==> src/rtl/monitor_bus_initiator.sv <==
// Host-side initiator for the monitor option-slot bus: runs one SYNC/CMD/REG/DATA/TERM
// transaction per request and synchronises the card interrupt line.
module monitor_bus_initiator #(
  parameter int HALF_PERIOD = 25
) (
  input  logic       clk_50mhz_in,
  input  logic       strobe_irq_clr,
  input  logic       req_valid,
  output logic       req_ready,
  input  logic       req_write,
  input  logic       req_init,
  input  logic [7:0] req_cmd,
  input  logic [7:0] req_reg,
  input  logic [7:0] req_wdata,
  output logic       rsp_valid,
  output logic [7:0] rsp_rdata,
  output logic       busy,
  output logic       clk_rw,
  output logic       ax_d,
  output logic       r_wx,
  output logic       slot_x_int_x,
  output logic [7:0] bus_out_x,
  output logic       bus_oe_x,
  input  logic [7:0] bus_in_x,
  input  logic       int_x,
  output logic       irq_pending
);

  localparam int CW = $clog2(2 * HALF_PERIOD);
  localparam logic [CW-1:0] HP_C   = CW'(HALF_PERIOD);
  localparam logic [CW-1:0] LAST_C = CW'(2 * HALF_PERIOD - 1);

  typedef enum logic [2:0] {S_IDLE, S_SYNC, S_CMD, S_REG, S_DATA, S_TERM} state_t;

  state_t        state, state_n;
  logic [CW-1:0] cnt, cnt_n;
  logic          lat_write, lat_write_n, lat_init, lat_init_n;
  logic [7:0]    lat_cmd, lat_cmd_n, lat_reg, lat_reg_n, lat_wdata, lat_wdata_n;
  logic          rsp_valid_n;
  logic [7:0]    rsp_rdata_n;
  logic          clk_rw_n, ax_d_n, r_wx_n, slot_x_int_x_n, bus_oe_x_n;
  logic [7:0]    bus_out_x_n;
  logic          sync1, sync2;

  assign req_ready   = (state == S_IDLE) && !rsp_valid;
  assign busy        = !req_ready;
  assign irq_pending = !sync2;

  always_comb begin
    state_n     = state;
    cnt_n       = cnt;
    lat_write_n = lat_write;
    lat_init_n  = lat_init;
    lat_cmd_n   = lat_cmd;
    lat_reg_n   = lat_reg;
    lat_wdata_n = lat_wdata;
    rsp_valid_n = 1'b0;
    rsp_rdata_n = rsp_rdata;

    if (state == S_IDLE) begin
      cnt_n = '0;
      if (req_valid && req_ready) begin
        state_n     = S_SYNC;
        lat_write_n = req_write;
        lat_init_n  = req_init;
        lat_cmd_n   = req_cmd;
        lat_reg_n   = req_reg;
        lat_wdata_n = req_wdata;
      end
    end else if (cnt == LAST_C) begin
      cnt_n = '0;
      unique case (state)
        S_SYNC:  state_n = S_CMD;
        S_CMD:   state_n = S_REG;
        S_REG:   state_n = S_DATA;
        S_DATA:  state_n = S_TERM;
        default: begin
          state_n     = S_IDLE;
          rsp_valid_n = 1'b1;
          if (lat_write) rsp_rdata_n = 8'hFF;
        end
      endcase
    end else begin
      cnt_n = cnt + CW'(1);
    end

    // Read data is taken at the clk_rw rising edge of the DATA cycle.
    if (state == S_DATA && !lat_write && cnt == HP_C) rsp_rdata_n = ~bus_in_x;

    // Phase outputs are derived from the upcoming state so they are registered.
    clk_rw_n       = (state_n == S_IDLE) ? 1'b1 : (cnt_n >= HP_C);
    ax_d_n         = 1'b1;
    r_wx_n         = 1'b1;
    slot_x_int_x_n = (state_n == S_IDLE) ? 1'b1 : !lat_init_n;
    bus_oe_x_n     = 1'b0;
    bus_out_x_n    = 8'h00;
    unique case (state_n)
      S_IDLE: begin
        bus_oe_x_n  = 1'b1;
        bus_out_x_n = 8'hFF;
      end
      S_SYNC: ax_d_n = 1'b0;
      S_CMD: begin
        ax_d_n      = 1'b0;
        r_wx_n      = 1'b0;
        bus_out_x_n = ~lat_cmd_n;
      end
      S_REG: begin
        r_wx_n      = 1'b0;
        bus_out_x_n = ~lat_reg_n;
      end
      S_DATA: begin
        r_wx_n      = !lat_write_n;
        bus_oe_x_n  = !lat_write_n;
        bus_out_x_n = lat_write_n ? ~lat_wdata_n : 8'hFF;
      end
      default: ax_d_n = 1'b0;
    endcase
  end

  always_ff @(posedge clk_50mhz_in or posedge strobe_irq_clr) begin
    if (strobe_irq_clr) begin
      state        <= S_IDLE;
      cnt          <= '0;
      lat_write    <= 1'b0;
      lat_init     <= 1'b0;
      lat_cmd      <= 8'h00;
      lat_reg      <= 8'h00;
      lat_wdata    <= 8'h00;
      rsp_valid    <= 1'b0;
      rsp_rdata    <= 8'h00;
      clk_rw       <= 1'b1;
      ax_d         <= 1'b1;
      r_wx         <= 1'b1;
      slot_x_int_x <= 1'b1;
      bus_oe_x     <= 1'b1;
      bus_out_x    <= 8'hFF;
      sync1        <= 1'b1;
      sync2        <= 1'b1;
    end else begin
      state        <= state_n;
      cnt          <= cnt_n;
      lat_write    <= lat_write_n;
      lat_init     <= lat_init_n;
      lat_cmd      <= lat_cmd_n;
      lat_reg      <= lat_reg_n;
      lat_wdata    <= lat_wdata_n;
      rsp_valid    <= rsp_valid_n;
      rsp_rdata    <= rsp_rdata_n;
      clk_rw       <= clk_rw_n;
      ax_d         <= ax_d_n;
      r_wx         <= r_wx_n;
      slot_x_int_x <= slot_x_int_x_n;
      bus_oe_x     <= bus_oe_x_n;
      bus_out_x    <= bus_out_x_n;
      sync1        <= int_x;
      sync2        <= sync1;
    end
  end

endmodule

==> config.mk <==
export PLATFORM = sky130hd
export DESIGN_NAME = monitor_bus_initiator
export DESIGN_NICKNAME = d
export VERILOG_FILES = /design/src/rtl/monitor_bus_initiator.sv
export SDC_FILE = /design/constraint.sdc
export NUM_CORES = 1
export LEC_CHECK = 0
export CORE_ASPECT_RATIO = 1.1
export CORE_MARGIN = 4
export CORE_UTILIZATION = 47
export CTS_BUF_LIST = sky130_fd_sc_hd__clkbuf_16
export CTS_CLUSTER_SIZE = 16
export DETAILED_ROUTE_END_ITERATION = 10
export HOLD_SLACK_MARGIN = 0.05
export PLACE_DENSITY = 0.78
export SYNTH_ARGS = -nofsm -noshare
export SYNTH_HDL_FRONTEND = slang
export SYNTH_SLANG_ARGS = --single-unit
==> constraint.sdc <==
create_clock -name clk_50mhz_in -period 2.3 [get_ports clk_50mhz_in]
set_clock_uncertainty 0.15 [all_clocks]
set_input_delay 0.23 -clock clk_50mhz_in [delete_from_list [all_inputs] [get_ports clk_50mhz_in]]
set_output_delay 0.23 -clock clk_50mhz_in [all_outputs]
set_load 0.01 [all_outputs]
==> impl_metrics.json, run 1 <==
{
  "worst-r2r-cell-count": 6,
  "synth_cell_type_count": 42,
  "synthMuxAreaShare_pct": 6.29,
  "cap_violations": 0,
  "synth_top_cell_by_area": "dfrtp_1",
  "clock_latency_ns": 0.32,
  "path_delay_family": "buffers and inverters",
  "synth-main-ff-cell": "dfrtp_1",
  "status": "finished clean",
  "post-route-drc-count": 0,
  "wl_per_cell_um": 15.4,
  "h-tree-depth": 3,
  "clock.fmax_mhz": 454,
  "wl_met1_um": 2630,
  "register_area_sq_um": 1500,
  "numCtsBuffers": 9,
  "synthArstFlopShare_pct": 100,
  "drtAntennaViolNets": 0,
  "end_kind": "primary output",
  "grt_overflow": 0,
  "p_per_area_nw_per_um2": 634,
  "maxSlewViolCount": 0,
  "dpl.hpwl_um": 4330,
  "timing.rr.start": "cnt[0]$_DFF_PP0_",
  "start_util_pct": 49.5,
  "finalPower_mw": 2.37,
  "area_growth_pct": 38.2,
  "arrival_ns": 1.82,
  "grt_pass1_wl_um": 10200,
  "gp_congestion": 0.846,
  "coreArea_sq_um": 5470,
  "slowest_delay_ns": 0.53,
  "yosys_warnings": 0,
  "portBuffers": 62,
  "clock_sinks": 59,
  "met2_length_um": 2870,
  "critPathLaunchType": "flop",
  "finalSetupTns_ns": 0,
  "ctsHoldBuffers": 0,
  "routed.top_layer": "met4",
  "synthTopCellsByArea": "dfrtp_1 (41%), dfstp_2 (15%), nand2_1 (4.6%)",
  "die_y_um": 87.6,
  "io_pins": 63,
  "antenna_cells": 0,
  "layout_commonest_cell": "clkdlybuf4s50_1",
  "synth_top_area_share_pct": 40.7,
  "synth_adder_area_share_pct": 0.925,
  "synth_nets": 286,
  "synth_top_family_by_area": "simple AND/OR/NAND/NOR gates",
  "fillerInstances": 445,
  "synth-xor-area-share_pct": 2.22,
  "dr.pass1.iters": 4,
  "period_needed_ns": 2.20,
  "clk_pin_slew_worst_paths_ns": 0.05,
  "critPathSlowestCell": "clkdlybuf4s50_1",
  "finalHoldViolCount": 0,
  "crit_path_max_fanout": 4,
  "synth_area_sq_um": 2700,
  "fin_crit_sh_pct": 95.7,
  "relSlewSlack_pct": 63.9,
  "grt_pass1_vias": 2188,
  "cellLeakagePower_nw": 1.80,
  "clockBufferDepth": 2,
  "critPathKind": "flop to primary output",
  "mostFrequentLayoutCells": "clkdlybuf4s50_1 (62), dfrtp_1 (44), nand2_1 (33)",
  "reg2reg_to": "bus_out_x[1]$_DFF_PP1_",
  "clock-root-buffer": "clkbuf_16",
  "r2r_setup_slack_ns": 0.11,
  "dieArea_sq_um": 7030,
  "tightest_slew_ns": 0.538,
  "wl_met3_um": 490,
  "grt_max_degree": 60,
  "hp-class": "input pin to async pin",
  "syn_inst": 246,
  "multi_input_area_sq_um": 1090,
  "synth_compound_area_share_pct": 13.5,
  "antenna_found_initial": 0,
  "irDropWorstVdd_mv": 0.481,
  "post-cts-setup-buffer-count": 0,
  "synth_simple_gate_area_share_pct": 17.0,
  "drive_gt1_share_pct": 15.9,
  "dr.first_iter.drc_count": 108,
  "synth_edf_count": 0,
  "dieWidth_um": 80.3,
  "tritoncts": "built",
  "syn_avg_cell_area_sq_um": 11.0,
  "synth_seq_cells": 59,
  "setup_violations": 0,
  "cp.required_ns": 1.92,
  "path_cells": "nor4_4, buf_4, clkdlybuf4s50_1",
  "grt_use_total_pct": 18.9,
  "routed_wl_um": 6090,
  "rsz0062_at_grt": "no",
  "viasPerCell": 5.24,
  "vias": 2075,
  "yosysSeqAreaShare_pct": 55.3,
  "cts_resized": 0,
  "path_buf_inv": 2,
  "final_nets": 357,
  "rows": 28
}
==> cell type report <==
type | count | share of cell area, %
inverter | 15 | 1.51
multi-input combinational | 158 | 29.3
clock buffer | 9 | 6.03
tap | 75 | 2.51
clock inverter | 6 | 1.34
timing repair buffer | 74 | 19.4
sequential | 59 | 40.0
==> Yosys cell counts (3+ instances only) <==
library cell   n
nor3_1        11
and2_1         3
o21ai_0        5
inv_1         15
nand3_1        6
nand2_1       33
and3_1        10
mux2i_1        8
clkbuf_1       7
a21oi_1        5
nor2_1         9
a2bb2oi_1      8
xnor2_1        3
dfrtp_1       44
a21o_1         3
buf_2          3
a2111o_1       8
dfstp_2       15
nand2b_1       4
a311oi_1       9
nor2b_1        3
mux2_2         6
==> logic make-up (layout without fill, tap and decap cells) <==
group	Yosys count	after routing
AND/OR/NAND/NOR	89	89
flip-flops	59	59
AO/OA/AOI/OAI	45	45
buffers and inverters	29	104
multiplexers	16	16
XOR/XNOR	6	6
adder cells (fa/ha/maj)	2	2
==> power by group <==
part	switching, mW	internal [mW]
Sequential	0.000509	1.04
Combinational	0.0356	0.0611
Clock	0.416	0.811
==> layer usage <==
metal	track usage (%)	vias up
met2	29.8	74
met1	23.8	987
li1	-	1007
met3	5.97	7
met5	0	-
met4	8.76	0
==> metrics by stage <==
| stage | cell area, sq um | setup WS (ns) | utilization [%] | cells | hold slack, ns |
|---|---|---|---|---|---|
| 6_report | 3740 | 0.0991 | 68.4 | 396 | 0.126 |
| 5_1_grt | 3740 | 0.00356 | 68.4 | 396 | 0.158 |
| 4_1_cts | 3720 | 0.0827 | 68.2 | 396 | 0.137 |
| 3_5_place_dp | 3450 | 0.124 | 63.1 | 381 | 0.198 |
| 3_3_place_gp | 3450 | 0.174 | 63.1 | 381 | 0.197 |
| 2_1_floorplan | 2700 | 0.227 | - | 246 | 0.0845 |
==> tightest hold or removal path: cells and delay by family <==
kind,cells,cell delay [ns]
buffers and inverters,3,0.76
==> worst max path at each step <==
stage / slack (ns) / endpoint / startpoint / depth (start not counted)
2_1_floorplan: 0.23 / bus_out_x[1]$_DFF_PP1_ / rsp_valid$_DFF_PP0_ / 6
3_3_place_gp: 0.17 / bus_out_x[1]$_DFF_PP1_ / cnt[0]$_DFF_PP0_ / 6
3_5_place_dp: 0.12 / bus_out_x[1]$_DFF_PP1_ / cnt[0]$_DFF_PP0_ / 6
4_1_cts: 0.08 / req_ready / rsp_valid$_DFF_PP0_ / 3
5_1_grt: 0.004 / bus_out_x[7]$_DFF_PP1_ / cnt[0]$_DFF_PP0_ / 6
6_report: 0.1 / req_ready / rsp_valid$_DFF_PP0_ / 3
Note: power is estimated with default switching activity, not from simulation.
==> run 2, diff against run 1 <==
--- a/config.mk
+++ b/config.mk
@@ -9,7 +9,7 @@
 export CORE_MARGIN = 4
 export CORE_UTILIZATION = 47
 export CTS_BUF_LIST = sky130_fd_sc_hd__clkbuf_16
-export CTS_CLUSTER_SIZE = 16
+export CTS_CLUSTER_SIZE = 8
 export DETAILED_ROUTE_END_ITERATION = 10
 export HOLD_SLACK_MARGIN = 0.05
 export PLACE_DENSITY = 0.78
==> results of run 2 <==
No change in the layout: final DEF, timing and power equal those of run 1.
